<file path="config.mk">
export PLATFORM = sky130hd
export DESIGN_NAME = cache_axi_burst_if
export DESIGN_NICKNAME = d
export VERILOG_FILES = /design/src/rtl/cache_axi_burst_if.sv
export SDC_FILE = /design/constraint.sdc
export NUM_CORES = 1
export LEC_CHECK = 0
export CAP_MARGIN = 15
export CORE_AREA = 2 2 143 173
export DETAILED_ROUTE_END_ITERATION = 8
export DIE_AREA = 0 0 145 175
export GPL_TIMING_DRIVEN = 0
export PLACE_DENSITY = 0.77
export SKIP_CTS_REPAIR_TIMING = 1
export SLEW_MARGIN = 25
export SYNTH_ARGS = -nofsm -noshare
export SYNTH_HDL_FRONTEND = slang
export SYNTH_SLANG_ARGS = --single-unit
</file>
<file path="constraint.sdc">
create_clock -name clk -period 1.55 [get_ports clk]
set_input_delay 0.155 -clock clk [delete_from_list [all_inputs] [get_ports clk]]
set_output_delay 0.155 -clock clk [all_outputs]
set_load 0.01 [all_outputs]
</file>
<file path="src/rtl/cache_axi_burst_if.sv">
// Cache line refill/writeback bridge onto AXI INCR bursts, one line per burst.
// Optional RAW_HAZARD_CHECK_EN holds off refills of a line that is still being written back.
module cache_axi_burst_if #(
    parameter int unsigned LINE_WORDS = 4
) (
    input  logic                       clk,
    input  logic                       resetn,
    // cache refill side
    input  logic                       rd_req,
    input  logic [31:0]                rd_addr,
    output logic                       rd_rdy,
    output logic                       ret_valid,
    output logic                       ret_last,
    output logic [31:0]                ret_data,
    // cache writeback side
    input  logic                       wr_req,
    input  logic [31:0]                wr_addr,
    input  logic [LINE_WORDS*32-1:0]   wr_data,
    output logic                       wr_rdy,
    // AXI read address
    output logic                       arvalid,
    input  logic                       arready,
    output logic [31:0]                araddr,
    output logic [7:0]                 arlen,
    // AXI read data
    input  logic                       rvalid,
    input  logic [31:0]                rdata,
    input  logic                       rlast,
    output logic                       rready,
    // AXI write address
    output logic                       awvalid,
    input  logic                       awready,
    output logic [31:0]                awaddr,
    output logic [7:0]                 awlen,
    // AXI write data
    output logic                       wvalid,
    input  logic                       wready,
    output logic [31:0]                wdata,
    output logic                       wlast,
    // AXI write response
    input  logic                       bvalid,
    input  logic [1:0]                 bresp,
    output logic                       bready
);

    localparam int unsigned CW = (LINE_WORDS > 1) ? $clog2(LINE_WORDS) : 1;
    localparam int unsigned OFS = $clog2(LINE_WORDS * 4);
    localparam logic [31:0] ALIGN_MASK = ~((32'd1 << OFS) - 32'd1);
    localparam logic [CW-1:0] LAST_BEAT = CW'(LINE_WORDS - 1);

    typedef enum logic [1:0] {RIdle, RAddr, RData} r_state_e;
    typedef enum logic [1:0] {WIdle, WAw, WData, WResp} w_state_e;

    r_state_e                  r_state_q;
    logic                      r_idle_q;
    logic [31:0]               r_addr_q;

    w_state_e                  w_state_q;
    logic                      w_idle_q;
    logic [31:0]               w_addr_q;
    logic [LINE_WORDS*32-1:0]  w_line_q;
    logic [CW-1:0]             beat_q;

    // Only bresp[1] distinguishes error responses.
    logic unused_bresp;
    assign unused_bresp = bresp[0];

    // ---------------------------------------------------------------- read path
`ifdef RAW_HAZARD_CHECK_EN
    logic [31:0] rd_line;
    logic        raw_hazard;
    assign rd_line = rd_addr & ALIGN_MASK;
    // Also covers a writeback of the same line being accepted in this very cycle.
    assign raw_hazard = (!w_idle_q && (rd_line == w_addr_q)) ||
                        (w_idle_q && wr_req && (rd_line == (wr_addr & ALIGN_MASK)));
    assign rd_rdy = r_idle_q && !raw_hazard;
`else
    assign rd_rdy = r_idle_q;
`endif

    always_ff @(posedge clk or negedge resetn) begin
        if (!resetn) begin
            r_state_q <= RIdle;
            r_idle_q  <= 1'b1;
            r_addr_q  <= '0;
            arvalid   <= 1'b0;
            rready    <= 1'b0;
        end else begin
            unique case (r_state_q)
                RIdle: begin
                    if (rd_req && rd_rdy) begin
                        r_state_q <= RAddr;
                        r_idle_q  <= 1'b0;
                        r_addr_q  <= rd_addr & ALIGN_MASK;
                        arvalid   <= 1'b1;
                    end
                end
                RAddr: begin
                    if (arready) begin
                        r_state_q <= RData;
                        arvalid   <= 1'b0;
                        rready    <= 1'b1;
                    end
                end
                RData: begin
                    if (rvalid && rlast) begin
                        r_state_q <= RIdle;
                        r_idle_q  <= 1'b1;
                        rready    <= 1'b0;
                    end
                end
                default: begin
                    r_state_q <= RIdle;
                    r_idle_q  <= 1'b1;
                    arvalid   <= 1'b0;
                    rready    <= 1'b0;
                end
            endcase
        end
    end

    assign araddr    = r_addr_q;
    assign arlen     = 8'(LINE_WORDS - 1);
    assign ret_valid = rvalid & rready;
    assign ret_data  = rdata;
    assign ret_last  = rlast;

    // --------------------------------------------------------------- write path
    assign wr_rdy = w_idle_q;

    always_ff @(posedge clk or negedge resetn) begin
        if (!resetn) begin
            w_state_q <= WIdle;
            w_idle_q  <= 1'b1;
            w_addr_q  <= '0;
            w_line_q  <= '0;
            beat_q    <= '0;
            awvalid   <= 1'b0;
            wvalid    <= 1'b0;
            bready    <= 1'b0;
        end else begin
            unique case (w_state_q)
                WIdle: begin
                    if (wr_req && w_idle_q) begin
                        w_state_q <= WAw;
                        w_idle_q  <= 1'b0;
                        w_addr_q  <= wr_addr & ALIGN_MASK;
                        w_line_q  <= wr_data;
                        awvalid   <= 1'b1;
                    end
                end
                WAw: begin
                    if (awready) begin
                        w_state_q <= WData;
                        awvalid   <= 1'b0;
                        wvalid    <= 1'b1;
                        beat_q    <= '0;
                    end
                end
                WData: begin
                    if (wready) begin
                        if (beat_q == LAST_BEAT) begin
                            w_state_q <= WResp;
                            wvalid    <= 1'b0;
                            bready    <= 1'b1;
                            beat_q    <= '0;
                        end else begin
                            beat_q <= beat_q + CW'(1);
                        end
                    end
                end
                WResp: begin
                    if (bvalid) begin
                        bready <= 1'b0;
                        if (bresp[1]) begin
                            // Error response: replay the whole line from the latched copy.
                            w_state_q <= WAw;
                            awvalid   <= 1'b1;
                        end else begin
                            w_state_q <= WIdle;
                            w_idle_q  <= 1'b1;
                        end
                    end
                end
                default: begin
                    w_state_q <= WIdle;
                    w_idle_q  <= 1'b1;
                    awvalid   <= 1'b0;
                    wvalid    <= 1'b0;
                    bready    <= 1'b0;
                end
            endcase
        end
    end

    always_comb begin
        wdata = '0;
        for (int unsigned i = 0; i < LINE_WORDS; i++) begin
            if (beat_q == CW'(i)) begin
                wdata = w_line_q[i*32 +: 32];
            end
        end
    end

    assign wlast  = (beat_q == LAST_BEAT);
    assign awaddr = w_addr_q;
    assign awlen  = 8'(LINE_WORDS - 1);

endmodule

</file>
# --- Word level (Yosys, flattened, before mapping) ---
# Index checks and enable logic that the tools add are counted.
word_totals:
  reg_bits: 197
  wordCells: 103
classes:
  addsub: 1
  eq_ne: 18
  muxes: 45
  bitwise_logic: 4
  n_reduce_logical: 22
op_table:
  columns: ["operator", "n"]
  rows:
  - ["32-bit two-way mux", 4]
  - ["2-bit two-way mux", 11]
  - ["1-bit two-way mux", 20]
  - ["2-bit != test, second input constant", 10]
  - ["3-bit AND reduction", 5]
  - ["1-bit case mux with 3 select lines", 4]
  - ["4-bit AND reduction", 3]
  - ["2-bit == test, second input constant", 5]
  - ["5-bit AND reduction", 2]
  - ["2-bit case mux with 4 select lines", 1]
  - ["2-bit by 1-bit == test with 1-bit output, second input constant", 3]
  - ["2-bit zero test", 3]
  - ["1-bit case mux with 2 select lines", 3]
  - ["2-bit case mux with 3 select lines", 1]
  - ["2-bit nonzero test", 3]
  - ["2-bit case mux with 2 select lines", 1]
  - ["2-bit AND reduction", 2]
  - ["1-bit logical AND", 3]
  - ["1-bit NOT", 3]
  - ["3-bit nonzero test", 1]
  - ["2-bit by 1-bit adder with 2-bit output, second input constant", 1]
  - ["1-bit AND", 1]

# --- Logic depth before layout (Yosys ltp) ---
# Gate-level depths: netlist of the first run.
logic_depth:
  word_depth: 5
  depth_mapped: 8

# --- Worst setup path after synthesis of the first run ---
# No wires, ideal clock.
synth_path:
  path_type: "register to output"
  start: "register beat_q[1]"
  end: "output wdata[0]"
  arrival_ns: 1.582
  t_required_ns: 1.395
  setup_slack_ns: -0.187
  stages_incl_launch_ff: 9
  cell_sequence: "dfrtp_1 > inv_1 > ha_1 > clkbuf_2 > nor2b_1 > buf_2 > buf_6 > a221oi_1 > o31ai_1"
synth_via:
  elab_chain_len: 5
  elab_cells_between_ends: 8
  classes_between: "eq/ne: 3; mux: 4; reduce/logical: 1"
synth_rtl:
  columns: ["element", "line_no", "text"]
  rows:
  - ["start, declared", "62", "logic [CW-1:0] beat_q;"]
  - ["start signal, assigned", "168", "beat_q <= beat_q + CW'(1);"]
  - ["2-bit zero test", "199", "if (beat_q == CW'(i)) begin"]
  - ["32-bit two-way mux (3 in a row)", "199", null]
  - ["32-bit two-way mux (*)", "199", null]
  - ["end, declared", "38", "output logic [31:0] wdata,"]
# Mark *: on every way between the ends. The rest lies on a longest branch, timed or not.

# --- Final worst setup path of the first run ---
layout_path:
  start: "register beat_q[1]"
  end: "output wdata[21]"
# Same word-level chain as after synthesis.

==> results.cfg, run 1 <==
[grt]
grt_max_degree = 86
grt_antenna_before_repair = 2
grt_remaining_overflow = 0
first_global_vias = 7181
grt_util_all_layers_pct = 20.03
grt_pass1_wl_um = 39790

[clocking]
htreeDepth = 4
cts_root_buffer = clkbuf_16
clkTransAtPathRegs_ns = 0.09
clockBufferDepth = 2
clock-sinks = 197
clkLatencyLatePin_ns = 0.43
numCtsBuffers = 17
cts_tree = yes

[worst_setup_path]
ff2ff_setup_slack_ns = -0.29
cp_data_required_time_ns = 1.39
worstReg2RegStart = w_state_q[1]$_DFFE_PN0P_
rr_worst_depth = 8
critPathKind = flop to output port
timing.rr.end = w_line_q[65]$_DFFE_PN0P_
cp-end-kind = output port
cp-start-kind = flop
arrival_ns = 2.09
cp_max_fo = 8

[detailed_routing]
via_per_inst = 4.835
drt_iter0_markers = 128
detailroute.via_count = 6934
firstDrtPassIters = 4
drc = 0
wl_per_cell_um = 19.82
totalWireLength_um = 28420
ant_nets = 0

[cells_and_area]
post-route-util_pct = 64.75
nNetsFinal = 1347
area_growth_pct = 67.86
fillers = 1769
layout_common_cells = clkdlybuf4s50_1 (274), dfrtp_1 (191), mux2_2 (173), buf_4 (84)
final_common_cell = clkdlybuf4s50_1
drive_gt1_share_pct = 44.38
final_cells = 1434

[floorplan]
die_w_um = 145
std_cell_rows = 62
fp.coreArea_um2 = 23660
die_area_um2 = 25380
die_y_um = 175
ios = 390
start_util_pct = 38.57

[sta]
skew_ns = 0.01510
rsz0062_at_grt = yes
slew_viol_final = 0
worst_slack_ns = -0.6981
fin_crit_ns = 2.248
fin_crit_sh_pct = 145.0
tns_ns = -53.94
finalHoldViolCount = 0
hold_ws_ns = 0.1928
setup_viol = 193
max_freq_mhz = 444.8

[yosys]
synthSimpleGateAreaFrac_pct = 5.141
syn_area_um2 = 9126
yosysWarnings = 0
yosys.area_share.adder_pct = 1.508
synthArstFlopShare_pct = 100.0
ys.flop_type = dfrtp_1
synth_xor_area_share_pct = 0
synth-edff-count = 0
synth_top_family_by_area = multiplexers
syn_inst = 682
syn_area_per_cell_um2 = 13.38
ys_ff_latch = 197
synth_compound_area_share_pct = 7.444
seq_area_frac_synth_pct = 54.04
synth_cell_types = 38
synth_mux_area_share_pct = 23.43

[placement]
portBuffers = 324
dpl.cell_count = 1350
hpwl_um = 19140
place_congestion = 0.7749

[power]
leakage_nw = 7.677
peakVddDrop_mv = 0.7705
finalPower_w = 0.01078
power_density_nw_per_um2 = 703.8

[outcome]
failed_checks = negative setup slack
status = finished with violations

[worst_hold_path]
hold_class = primary input to asynchronous set/reset pin

[job]
cap_viol_max_count = 0
## through the flow
step | worst slack (ns) | area [um^2]
floorplan | -0.06580 | 9435
global placement | -8.992 | 13080
detailed placement | -1.117 | 13140
CTS | -1.593 | 13760
global route | -0.7983 | 15320
finish | -0.6981 | 15320
## routing by layer
metal  part of all wire [%]  global-route usage (%)  vias to the layer above  routed length [um]
met2                     53                   36.29                      251               15150
li1                       -                       -                     3197                   -
met5                  0.039                       0                        -                  11
met3                    6.3                   6.188                       22                1783
met1                     39                   23.60                     3462               11100
met4                    1.3                   3.672                        2                 377
## flip-flops by register name, summed over array words and instances, names as in the netlist
name       cells
awvalid        1
w_line_q     128
beat_q         2
awaddr        28
r_state_q      2
rd_rdy         1
arvalid        1
w_state_q      2
wr_rdy         1
rready         1
bready         1
wvalid         1
araddr        28
## synth_stat cells, types with 2 or more instances
| cell | number | area share [%] |
|---|---|---|
| a21o_1 | 2 | 0.16 |
| a21oi_1 | 4 | 0.22 |
| a221oi_1 | 32 | 3.1 |
| buf_2 | 7 | 0.38 |
| buf_4 | 61 | 5.0 |
| buf_6 | 14 | 1.7 |
| clkbuf_1 | 15 | 0.62 |
| conb_1 | 2 | 0.082 |
| dfrtp_1 | 195 | 53 |
| dfstp_2 | 2 | 0.58 |
| ha_1 | 11 | 1.5 |
| inv_1 | 8 | 0.33 |
| mux2_2 | 177 | 22 |
| mux2_4 | 9 | 1.5 |
| nand2_1 | 36 | 1.5 |
| nand3_1 | 2 | 0.11 |
| nand3b_1 | 2 | 0.16 |
| nor2_1 | 5 | 0.21 |
| nor2b_1 | 36 | 2.5 |
| nor3_1 | 2 | 0.11 |
| o21ai_0 | 9 | 0.49 |
| o31ai_1 | 33 | 2.7 |
| o41ai_1 | 3 | 0.29 |
## kinds of logic after synthesis
logic type	after synthesis
adder cells (fa/ha/maj)	11
flip-flops	197
AO/OA/AOI/OAI	88
buffers and inverters	107
AND/OR/NAND/NOR	90
other	2
multiplexers	187
## area by class of cell
cell class	count	area [um^2]	share of cell area, %
clock buffers	17	425.4	2.777
multi-input cells	400	4228	27.60
inverters	8	47.55	0.3104
well taps	320	400.4	2.614
flip-flops and latches	197	4937	32.23
clock inverters	15	192.7	1.258
repair buffers	378	4036	26.35
plain buffers	98	1050	6.852
diodes	1	2.502	0.01633
## worst max path at each step
stage / startpoint / end / slack (ns)
3_3_place_gp: resetn / w_state_q[1]$_DFFE_PN0P_ / -8.99
2_1_floorplan: beat_q[1]$_DFFE_PN0P_ / wdata[0] / -0.07
4_1_cts: beat_q[0]$_DFFE_PN0P_ / wdata[17] / -1.59
3_5_place_dp: beat_q[0]$_DFFE_PN0P_ / wdata[17] / -1.12
6_report: beat_q[1]$_DFFE_PN0P_ / wdata[21] / -0.70
5_1_grt: beat_q[1]$_DFFE_PN0P_ / wdata[13] / -0.80
## power breakdown
part | leakage, nW | total (W) | switching (W) | internal (W)
clock network | 0.296 | 0.00462 | 0.00238 | 0.00224
logic | 4.65 | 0.00102 | 0.000350 | 0.000674
registers | 2.73 | 0.00514 | 0.00000208 | 0.00514
total | 7.68 | 0.0108 | 0.00273 | 0.00805
## critical path, stage by stage, from the launching register on
cell	delay, ns
dfrtp_1	0.44
inv_2	0.12
ha_1	0.15
nor2b_4	0.16
buf_12	0.17
buf_12	0.15
a221oi_4	0.07
o31ai_4	0.25
buf_2	0.18
Note: power is estimated with default switching activity, not from simulation.
==> run 2, diff against run 1 <==
--- a/config.mk
+++ b/config.mk
@@ -11,6 +11,7 @@
 export DIE_AREA = 0 0 145 175
 export GPL_TIMING_DRIVEN = 0
 export PLACE_DENSITY = 0.77
+export SETUP_SLACK_MARGIN = 0.5
 export SKIP_CTS_REPAIR_TIMING = 1
 export SLEW_MARGIN = 25
 export SYNTH_ARGS = -nofsm -noshare
==> results.cfg, run 2 (same netlist as run 1, synthesis figures left out) <==
[detailed_routing]
drt_iter0_markers = 262
ant_nets = 0
firstDrtPassIters = 4
via_per_inst = 4.832
detailroute.via_count = 7088
drc = 0
totalWireLength_um = 29370
wl_per_cell_um = 20.02

[sta]
worst_slack_ns = -0.7405
setup_viol = 193
slew_viol_final = 0
skew_ns = 0.01083
hold_ws_ns = -0.3955
fin_crit_sh_pct = 147.8
finalHoldViolCount = 68
rsz0062_at_grt = yes
max_freq_mhz = 436.6
fin_crit_ns = 2.291

[cells_and_area]
final_cells = 1467
largest_reg_flops = 128
area_growth_pct = 71.91
final_common_cell = clkdlybuf4s50_1
drive_gt1_share_pct = 52.40
fillers = 1705
top_register = w_line_q
layout_common_cells = clkdlybuf4s50_1 (225), dfrtp_1 (190), mux2_4 (167), buf_4 (116), clkbuf_2 (58)
nNetsFinal = 1379
post-route-util_pct = 66.31

[floorplan]
fp.coreArea_um2 = 23660
die_area_um2 = 25380
start_util_pct = 38.57
die_y_um = 175
std_cell_rows = 62
die_w_um = 145
ios = 390

[placement]
dpl.cell_count = 1350
pre_cts_slack_ns = -1.010
place_congestion = 0.8279
portBuffers = 324
hpwl_um = 19790

[worst_setup_path]
cp-end-kind = output port
cp_max_fo = 7
worstReg2RegStart = w_state_q[0]$_DFFE_PN0P_
ff2ff_setup_slack_ns = -0.20
cp_data_required_time_ns = 1.39
critPathLaunch = beat_q[0]$_DFFE_PN0P_
arrival_ns = 2.14
crit_end = wdata[11]
rr_worst_depth = 6
timing.rr.end = w_line_q[111]$_DFFE_PN0P_
cp-start-kind = flop
critPathKind = flop to output port

[job]
cap_viol_max_count = 0

[grt]
grt_pass1_wl_um = 41140
grt_max_degree = 92
grt_util_all_layers_pct = 20.87
first_global_vias = 7144
grt_antenna_before_repair = 2
grt_remaining_overflow = 0

[clocking]
clockBufferDepth = 2
clkLatencyLatePin_ns = 0.43
numCtsBuffers = 17
cts_root_buffer = clkbuf_16
htreeDepth = 4
clkTransAtPathRegs_ns = 0.08
clock-sinks = 197
cts_tree = yes

[power]
power_density_nw_per_um2 = 675.8
finalPower_w = 0.01060
peakVddDrop_mv = 0.6229
leakage_nw = 8.118

[worst_hold_path]
hold_class = primary input to asynchronous set/reset pin

[outcome]
status = finished with violations
failed_checks = negative hold slack, negative setup slack
run 2: cell types whose count changed in the layout (fill, tap and decap cells not counted), moves of 4 or more:
cell             previous run  this run
buf_4                      84       116
buf_2                      18        33
clkbuf_2                   10        58
clkdlybuf4s50_1           274       225
inv_6                       2         6
dlymetal6s2s_1             21         3
mux2_4                     13       167
a221oi_2                   16        24
mux2_2                    173        19
buf_6                      13        17
a221oi_4                   14         8
run 2: worst max-delay path, stage by stage, from the launching register on:
cell and delay, ns:
dfrtp_2 0.45, ha_4 0.18, buf_8 0.12, nor2b_4 0.12
buf_12 0.15, buf_12 0.11, clkbuf_16 0.15, a221oi_4 0.07
o31ai_2 0.20, buf_2 0.17
run 2: worst min path at each step:
stage	slack, ns	end	start
finish	-0.40	araddr[30]$_DFFE_PN0P_	resetn
global route	-0.39	araddr[30]$_DFFE_PN0P_	resetn
CTS	-0.40	araddr[30]$_DFFE_PN0P_	resetn
detailed placement	0.08	araddr[30]$_DFFE_PN0P_	resetn
global placement	0.49	w_line_q[40]$_DFFE_PN0P_	w_line_q[40]$_DFFE_PN0P_
floorplan	-0.14	araddr[10]$_DFFE_PN0P_	resetn
run 2: metrics by stage:
stage          hold WS (ns)  instance area [um^2]  setup TNS (ns)
2_1_floorplan       -0.1406                 10250          -6.937
3_3_place_gp         0.4877                 13890        -1646.01
3_5_place_dp        0.07856                 13950          -58.93
4_1_cts             -0.3988                 14540          -75.78
5_1_grt             -0.3936                 15690          -53.86
6_report            -0.3955                 15690          -43.76
run 2: power breakdown:
part	total, W	internal, W	switching, W
Sequential	0.00514	0.00514	0.00000268
Clock	0.00443	0.00224	0.00219
Combinational	0.00103	0.000679	0.000352
Total	0.0106	0.00805	0.00255
run 2: per-layer routing:
metal  wire (um)  track usage [%]  vias to the layer above
li1            -                -                     3261
met1       11980            25.69                     3568
met2       15400            36.07                      220
met3        1241            4.125                       39
met4         760            8.416                        0
met5           0                0                        -
run 2: final cells by class:
cell class,count,area (um^2),share of cell area (%)
Tap cell,320,400.4,2.552
Timing Repair Buffer,409,3902,24.87
Buffer,99,1069,6.811
Antenna cell,2,5.005,0.03190
Multi-Input combinational cell,400,4751,30.28
Clock buffer,19,452.9,2.887
Clock inverter,13,132.6,0.8454
Inverter,8,37.54,0.2393
Sequential cell,197,4938,31.48
==> run 3, diff against run 2 <==
--- a/config.mk
+++ b/config.mk
@@ -17,3 +17,4 @@
 export SYNTH_ARGS = -nofsm -noshare
 export SYNTH_HDL_FRONTEND = slang
 export SYNTH_SLANG_ARGS = --single-unit
+export TNS_END_PERCENT = 5
==> results.cfg, run 3 (same netlist as run 1, synthesis figures left out) <==
[outcome]
status = finished with violations
failed_checks = negative setup slack

[cells_and_area]
nNetsFinal = 1303
largest_reg_flops = 128
drive_gt1_share_pct = 46.77
layout_common_cells = clkdlybuf4s50_1 (225), dfrtp_1 (190), mux2_2 (177), buf_2 (69), buf_4 (68)
area_growth_pct = 54.06
final_common_cell = clkdlybuf4s50_1
fillers = 1939
top_register = w_line_q
final_area_um2 = 14060

[worst_setup_path]
cpPeakStageDelay_ns = 0.42
cp-start-kind = flop
critPathKind = flop to output port
ff2ff_setup_slack_ns = -0.18
critPathTopFamily = buffers and inverters
cp_cell_sequence = inv_4 > ha_4 > buf_8 > nor2b_4 > buf_12 > clkbuf_16 > a221oi_2 > o31ai_2 > buf_2
cp_max_fo = 8
timing.rr.end = w_state_q[1]$_DFFE_PN0P_
cp_data_required_time_ns = 1.39
cp-end-kind = output port
slowest_stage = dfrtp_2
arrival_ns = 2.13
cp_num_buf_inv = 5
worstReg2RegStart = w_state_q[0]$_DFFE_PN0P_
rr_worst_depth = 5

[placement]
hpwl_um = 19140
portBuffers = 324
place_congestion = 0.7741
placed_area_um2 = 13080
pre_cts_slack_ns = -1.078

[clocking]
clkTransAtPathRegs_ns = 0.07
numCtsBuffers = 17
cts_root_buffer = clkbuf_16
cts_tree = yes
htreeDepth = 4
clkLatencyLatePin_ns = 0.44
clockBufferDepth = 2
clock-sinks = 197

[detailed_routing]
firstDrtPassIters = 4
totalWireLength_um = 26100
ant_nets = 0
detailroute.via_count = 6708
drt_iter0_markers = 206
via_per_inst = 4.822
wl_per_cell_um = 18.76
drc = 0

[power]
power_density_nw_per_um2 = 780.0
peakVddDrop_mv = 0.7135
leakage_nw = 7.062

[floorplan]
start_util_pct = 38.57
die_y_um = 175
ios = 390
die_area_um2 = 25380
die_w_um = 145
fp.coreArea_um2 = 23660
std_cell_rows = 62

[sta]
fin_crit_sh_pct = 147.6
max_freq_mhz = 437.0
setup_viol = 177
finalHoldViolCount = 0
rsz0062_at_grt = yes
worst_slack_ns = -0.7382
slew_viol_final = 0
fin_crit_ns = 2.288
skew_ns = 0.01468

[grt]
grt_util_all_layers_pct = 20.34
first_global_vias = 7162
grt_antenna_before_repair = 1
grt_pass1_wl_um = 39940
grt_max_degree = 88
grt_remaining_overflow = 0

[worst_hold_path]
hold_class = primary input to flop
min-delay-start = rlast
hold_depth = 4
holdPathEnd = r_state_q[1]$_DFFE_PN0P_

[job]
cap_viol_max_count = 0
run 3: worst max-delay path by stage:
stage / slack, ns / cells past startpoint / to / start
3_5_place_dp: -1.08 / 7 / wdata[31] / beat_q[0]$_DFFE_PN0P_
6_report: -0.74 / 9 / wdata[18] / beat_q[1]$_DFFE_PN0P_
5_1_grt: -0.86 / 9 / wdata[18] / beat_q[1]$_DFFE_PN0P_
4_1_cts: -1.58 / 7 / wdata[31] / beat_q[0]$_DFFE_PN0P_
3_3_place_gp: -8.15 / 1 / w_line_q[106]$_DFFE_PN0P_ / resetn
2_1_floorplan: -0.07 / 8 / wdata[0] / beat_q[1]$_DFFE_PN0P_
run 3: worst reg2reg max path: cells and delay by family (launching register included):
| family | cells | cell delay (ns) |
|---|---|---|
| flops | 1 | 0.45 |
| mux | 1 | 0.35 |
| simple gates | 2 | 0.34 |
| fa+ha+maj | 1 | 0.25 |
| compound gates | 1 | 0.23 |
run 3: per-stage QoR:
| stage | hold WS (ns) | TNS, ns | util, % | instances | power, W |
|---|---|---|---|---|---|
| floorplan | -0.1406 | -9.770 | - | 704 | 0.005449 |
| global placement | 0.4868 | -1706.33 | 55.01 | 1348 | 0.006158 |
| detailed placement | 0.02896 | -111.23 | 55.26 | 1350 | 0.006183 |
| CTS | -0.4439 | -125.95 | 57.94 | 1382 | 0.01099 |
| global route | 0.1510 | -50.87 | 59.41 | 1390 | 0.01137 |
| finish | 0.1094 | -35.33 | 59.42 | 1391 | 0.01097 |
run 3: final cells by class:
type,instances,area [um^2],area share (%)
Antenna cell,2,5.005,0.03560
Buffer,99,910.9,6.479
Clock buffer,21,460.4,3.275
Clock inverter,11,172.7,1.228
Inverter,8,32.53,0.2314
Multi-Input combinational cell,400,4054,28.83
Sequential cell,197,4938,35.13
Tap cell,320,400.4,2.848
Timing Repair Buffer,333,3085,21.95
run 3: power breakdown:
group / internal [W] / switching (W)
Combinational: 0.000674 / 0.000345
Sequential: 0.00514 / 0.00000282
Clock: 0.00280 / 0.00201
Total: 0.00861 / 0.00236
run 3: layer usage:
layer / vias up / GRT usage [%] / share of wire (%)
met1: 3347 / 23.96 / 39
met4: 0 / 5.734 / 1.1
met2: 244 / 35.56 / 52
li1: 3100 / - / -
met3: 17 / 6.710 / 7.5
met5: - / 0 / 0
